--- src/rtl/mem_arb_pkg.sv ---
// Shared types for the memory arbiter: controller states and the latched command.
package mem_arb_pkg;

   localparam int DEF_ADDR_W = 16;
   localparam int DEF_DATA_W = 16;
   // Wide enough for the largest supported requester count (8).
   localparam int ID_W       = 3;

   typedef enum logic [1:0] {
      IDLE   = 2'd0,
      ACCESS = 2'd1,
      RWAIT  = 2'd2
   } state_t;

   // Command captured on grant; field widths match the 16-bit, 64K-word memory.
   typedef struct packed {
      logic                  we;
      logic [DEF_ADDR_W-1:0] addr;
      logic [DEF_DATA_W-1:0] wdata;
      logic [ID_W-1:0]       id;
   } cmd_t;

endpackage

--- src/rtl/rr_arbiter.sv ---
// Combinational round-robin selector: first active request at or after ptr wins.
module rr_arbiter #(
   parameter int NUM_REQ = 2,
   parameter int IDX_W   = $clog2(NUM_REQ)
) (
   input  logic [NUM_REQ-1:0] req,
   input  logic [IDX_W-1:0]   ptr,
   output logic [NUM_REQ-1:0] grant,
   output logic [IDX_W-1:0]   winner,
   output logic               any_req
);

   // Walk offsets 0..NUM_REQ-1 from ptr; the first requester hit becomes the one-hot winner.
   always_comb begin
      grant   = '0;
      winner  = '0;
      any_req = 1'b0;
      for (int ofs = 0; ofs < NUM_REQ; ofs++) begin
         for (int j = 0; j < NUM_REQ; j++) begin
            if (!any_req && req[j] && (((int'(ptr) + ofs) % NUM_REQ) == j)) begin
               any_req  = 1'b1;
               grant[j] = 1'b1;
               winner   = IDX_W'(j);
            end
         end
      end
   end

endmodule

--- src/rtl/mem_arbiter.sv ---
// Round-robin arbiter and access sequencer for a single-port 16-bit memory.
// Each accepted command becomes one correctly timed memory cycle: writes take
// IDLE->ACCESS, reads take IDLE->ACCESS->RWAIT, and the return to IDLE between
// accesses guarantees bus turnaround before any write drives the data bus.
module mem_arbiter
   import mem_arb_pkg::*;
#(
   parameter int NUM_REQ = 2,
   parameter int ADDR_W  = DEF_ADDR_W,
   parameter int DATA_W  = DEF_DATA_W
) (
   input  logic                      clk,
   input  logic                      rst_n,
   input  logic [NUM_REQ-1:0]        req,
   input  logic [NUM_REQ-1:0]        req_we,
   input  logic [NUM_REQ*ADDR_W-1:0] req_addr,
   input  logic [NUM_REQ*DATA_W-1:0] req_wdata,
   output logic [NUM_REQ-1:0]        gnt,
   output logic [NUM_REQ-1:0]        rvalid,
   output logic [DATA_W-1:0]         rdata,
   output logic [ADDR_W-1:0]         mem_addr,
   output logic                      mem_rd,
   output logic                      mem_wr,
   output logic [DATA_W-1:0]         mem_wdata,
   input  logic [DATA_W-1:0]         mem_rdata
);

   localparam int IDX_W = $clog2(NUM_REQ);

   state_t             state;
   logic [IDX_W-1:0]   ptr;
   cmd_t               cmd;

   logic [NUM_REQ-1:0] arb_grant;
   logic [IDX_W-1:0]   arb_winner;
   logic               arb_any;

   logic               sel_we;
   logic [ADDR_W-1:0]  sel_addr;
   logic [DATA_W-1:0]  sel_wdata;

   rr_arbiter #(
      .NUM_REQ (NUM_REQ),
      .IDX_W   (IDX_W)
   ) u_rr (
      .req     (req),
      .ptr     (ptr),
      .grant   (arb_grant),
      .winner  (arb_winner),
      .any_req (arb_any)
   );

   // Grants are offered only while idle; held at zero throughout reset.
   assign gnt = (state == IDLE && rst_n) ? arb_grant : '0;

   // Address and write data come straight from the command register, so they
   // hold their last values whenever no access is running.
   assign mem_addr  = cmd.addr;
   assign mem_wdata = cmd.wdata;

   // Steer the winning requester's command fields toward the command register.
   always_comb begin
      sel_we    = 1'b0;
      sel_addr  = '0;
      sel_wdata = '0;
      for (int i = 0; i < NUM_REQ; i++) begin
         if (arb_grant[i]) begin
            sel_we    = req_we[i];
            sel_addr  = req_addr[i*ADDR_W +: ADDR_W];
            sel_wdata = req_wdata[i*DATA_W +: DATA_W];
         end
      end
   end

   // Controller FSM: latches the winner's command, sequences strobes and returns read data.
   always_ff @(posedge clk or negedge rst_n) begin
      if (!rst_n) begin
         state  <= IDLE;
         ptr    <= '0;
         cmd    <= '0;
         mem_rd <= 1'b0;
         mem_wr <= 1'b0;
         rvalid <= '0;
         rdata  <= '0;
      end else begin
         rvalid <= '0;
         case (state)
            IDLE: begin
               if (arb_any) begin
                  cmd.we   <= sel_we;
                  cmd.addr <= sel_addr;
                  cmd.id   <= ID_W'(arb_winner);
                  // Reads leave the write data alone so the bus driver value is stable.
                  if (sel_we) begin
                     cmd.wdata <= sel_wdata;
                  end
                  ptr    <= (arb_winner == IDX_W'(NUM_REQ - 1)) ? '0 : arb_winner + 1'b1;
                  mem_wr <= sel_we;
                  mem_rd <= !sel_we;
                  state  <= ACCESS;
               end
            end
            ACCESS: begin
               if (cmd.we) begin
                  mem_wr <= 1'b0;
                  state  <= IDLE;
               end else begin
                  state  <= RWAIT;
               end
            end
            RWAIT: begin
               mem_rd <= 1'b0;
               rdata  <= mem_rdata;
               rvalid <= NUM_REQ'(1) << cmd.id;
               state  <= IDLE;
            end
            default: begin
               mem_rd <= 1'b0;
               mem_wr <= 1'b0;
               state  <= IDLE;
            end
         endcase
      end
   end

endmodule

--- config.mk ---
export PLATFORM = sky130hd
export DESIGN_NAME = mem_arbiter
export DESIGN_NICKNAME = d
export VERILOG_FILES = /design/src/rtl/mem_arb_pkg.sv /design/src/rtl/rr_arbiter.sv /design/src/rtl/mem_arbiter.sv
export SDC_FILE = /design/constraint.sdc
export NUM_CORES = 1
export LEC_CHECK = 0
export ABC_AREA = 1
export BUFFER_PORTS_ARGS = -buffer_cell sky130_fd_sc_hd__buf_2
export CAP_MARGIN = 20
export CORE_MARGIN = 2
export CORE_UTILIZATION = 51
export CTS_BUF_LIST = sky130_fd_sc_hd__clkbuf_8 sky130_fd_sc_hd__clkbuf_16
export CTS_CLUSTER_SIZE = 20
export DETAILED_ROUTE_END_ITERATION = 8
export PLACE_DENSITY = 0.84
export SLEW_MARGIN = 10
export SYNTH_ARGS = -nofsm -noshare
export SYNTH_HDL_FRONTEND = slang
export SYNTH_SLANG_ARGS = --single-unit
--- constraint.sdc ---
create_clock -name clk -period 3 [get_ports clk]
set_clock_uncertainty 0.05 [all_clocks]
set_input_delay 0.15 -clock clk [delete_from_list [all_inputs] [get_ports clk]]
set_output_delay 0.15 -clock clk [all_outputs]
set_load 0.01 [all_outputs]
==> run metrics <==
top post-synthesis cells by area dfrtp_1 46%, nand2_1 18%, buf_4 9.0%; total CTS buffers 9; power density over cell area 948 nW/um^2; Cells after DPL 523; Synth cell types 25; Slew Viols, Final 0; GRT overflow 0; crit path kind reg2out; Net Count, Synth between 400 and 500; global-route wire length before repair around 11,000 um; min Tclk post-route 1980 ps; # hold bufs at CTS 9; Worst Path Required 2800 ps; fraction of layout cells with a size suffix above 1 0.405; Post-Route WL roughly 7000 um; Ant. Diodes 0; Yosys top cell by area dfrtp_1; GRT Util Overall 0.211; # setup viols final 0; core footprint 5890 sq um; mapped cell area 3090 sq um; final worst-path setup slack 1020 ps; RR Endpoint mem_addr[6]$_DFFE_PN0P_; Fin Hold WS around 16 ps; Final Non-Filler Cells 549; Tot Pwr 0.00362 W; vias in the first global route 2,497; uppermost layer routed met4; Iteration-0 DRC Markers roughly 120; synthesis warning total 0; crit path launch state[1]$_DFFE_PN0P_; Rows 28; Setup Fix Bufs, Post-CTS 0; final worst-path cycle share 0.661; Die Wd 81.9 um; Worst-Skew Late Latency 310 ps; Clock Tree Buf Depth 2; LEAKAGE 2.26 nW; min-delay worst type in2reg; critical path endpoint gnt[1]; sequential-to-total area share from yosys stat 0.461; met3 WL between 600 and 700 um; reg2reg start state[1]$_DFFE_PN0P_; Initial Utilization 0.526; RSZ-0062 raised after global routing false; # H-tree levels 3; largest net degree at the start of global routing 58; DRC 0; port bufs 139; critical path capture point type primary output; die area between 6000 and 7000 sq um; highest net fanout along the worst path 21; f_max a little over 500 MHz; worst hold path depth 2; Nets 555; worst relative slew slack 0.522; TritonCTS clock tree done; clock sinks 57; clk slew on worst S/H paths 70 ps; Mapped Avg Cell Area 8.66 sq um; Die H around 82 um; Arr. time, crit path 1780 ps; io pins between 100 and 150; top-area cell type share of the netlist area 0.461; WL met1 ~2900 um; Post-Synthesis Cells 357; status complete, no violations; setup TNS 0 ps; FF+latch count, synth 57; DR vias/cell 4.83; initial antenna violation count 0; area grow syn2layout 23.6%; R2R setup slack 1290 ps; worst slack at placement 1280 ps; Hold Vio Cnt, Final 0; R2R depth 5; DR WL/cell 12.8 um; First-pass DRT Iterations 4; worst-margin pin slew 717 ps; routed wl met2 about 3400 um; Routability Congestion 0.706; Max Cap Viol 0; Max IR drop VDD 463 uV; clk root buf clkbuf_8; vias roughly 2.7k; Routed Antenna Nets 0; CTS resizes 0; CP startpoint kind register; Final HPWL DP 5010 um
where the power goes:
group	leakage [nW]	internal, W	switching (W)	total [W]
sequential	0.709	0.00112	0.000197	0.00131
combinational	1.43	0.000637	0.000896	0.00153
clock	0.117	0.000486	0.000289	0.000775
stage by stage:
stage | util | instance area [sq um]
detailed placement | 0.595 | 3500
global placement | 0.595 | 3500
global route | 0.649 | 3820
finish | 0.649 | 3820
CTS | 0.648 | 3810
floorplan | - | 3090
Yosys cell counts, drive strengths merged:
master	number
nand3	52
mux2	16
nand3b	1
a21boi	1
nand2	159
inv	13
o21ai	2
a21oi	1
nor3	2
buf	49
nor2	3
dfrtp	57
nand4	1
worst min-delay path by stage:
stage | start | endpoint | slack, ps
4_1_cts | mem_rdata[11] | rdata[11]$_DFFE_PN0P_ | 1
5_1_grt | mem_rdata[2] | rdata[2]$_DFFE_PN0P_ | 1
6_report | mem_rdata[14] | rdata[14]$_DFFE_PN0P_ | 20
3_3_place_gp | rst_n | mem_wdata[7]$_DFFE_PN0P_ | 320
2_1_floorplan | rst_n | cmd[0]$_DFFE_PN0P_ | -200
3_5_place_dp | rst_n | mem_wdata[15]$_DFFE_PN0P_ | 330
state kept, by name, summed over array words and instances, names as in the netlist:
register and count:
rdata 16, mem_addr 16, mem_wr 1, state 2, mem_wdata 16, cmd 2, rvalid 2, ptr 1
mem_rd 1
worst max-delay path, stage by stage, from the launching register on:
cell and delay, ps:
dfrtp_1 440, nor2_4 500, inv_1 140, nor3_1 220
buf_2 160
layout make-up:
class	count	area, sq um
clock buffer	10	138
clock inverter	6	82.6
fill	506	2060
inverter	13	51.3
multi-input combinational	238	1230
sequential	57	1430
tap	75	93.8
timing repair buffer	150	803
layer usage:
metal,track usage,vias to the layer above
met5,0,-
li1,-,1321
met4,0.0933,0
met3,0.0560,2
met1,0.248,1218
met2,0.362,110
cell families after synthesis:
family | after synthesis | share of synthesized area
AOI/OAI and AO/OA | 4 | 0.00849
buffers and inverters | 62 | 0.142
DFF | 57 | 0.461
muxes | 16 | 0.0667
and+or+nand+nor | 218 | 0.322
cells in the final DEF, fill, tap and decap left out, types with 3 or more instances in the layout:
master / n
buf_2: 139
clkbuf_8: 10
dfrtp_1: 57
dlygate4sd3_1: 10
inv_1: 9
inv_2: 4
mux2_2: 9
mux2_4: 7
nand2_1: 149
nand2_2: 5
nand2_4: 3
nand3_1: 48
nand3_2: 3
No activity file was read; power rests on OpenSTA's default activity.
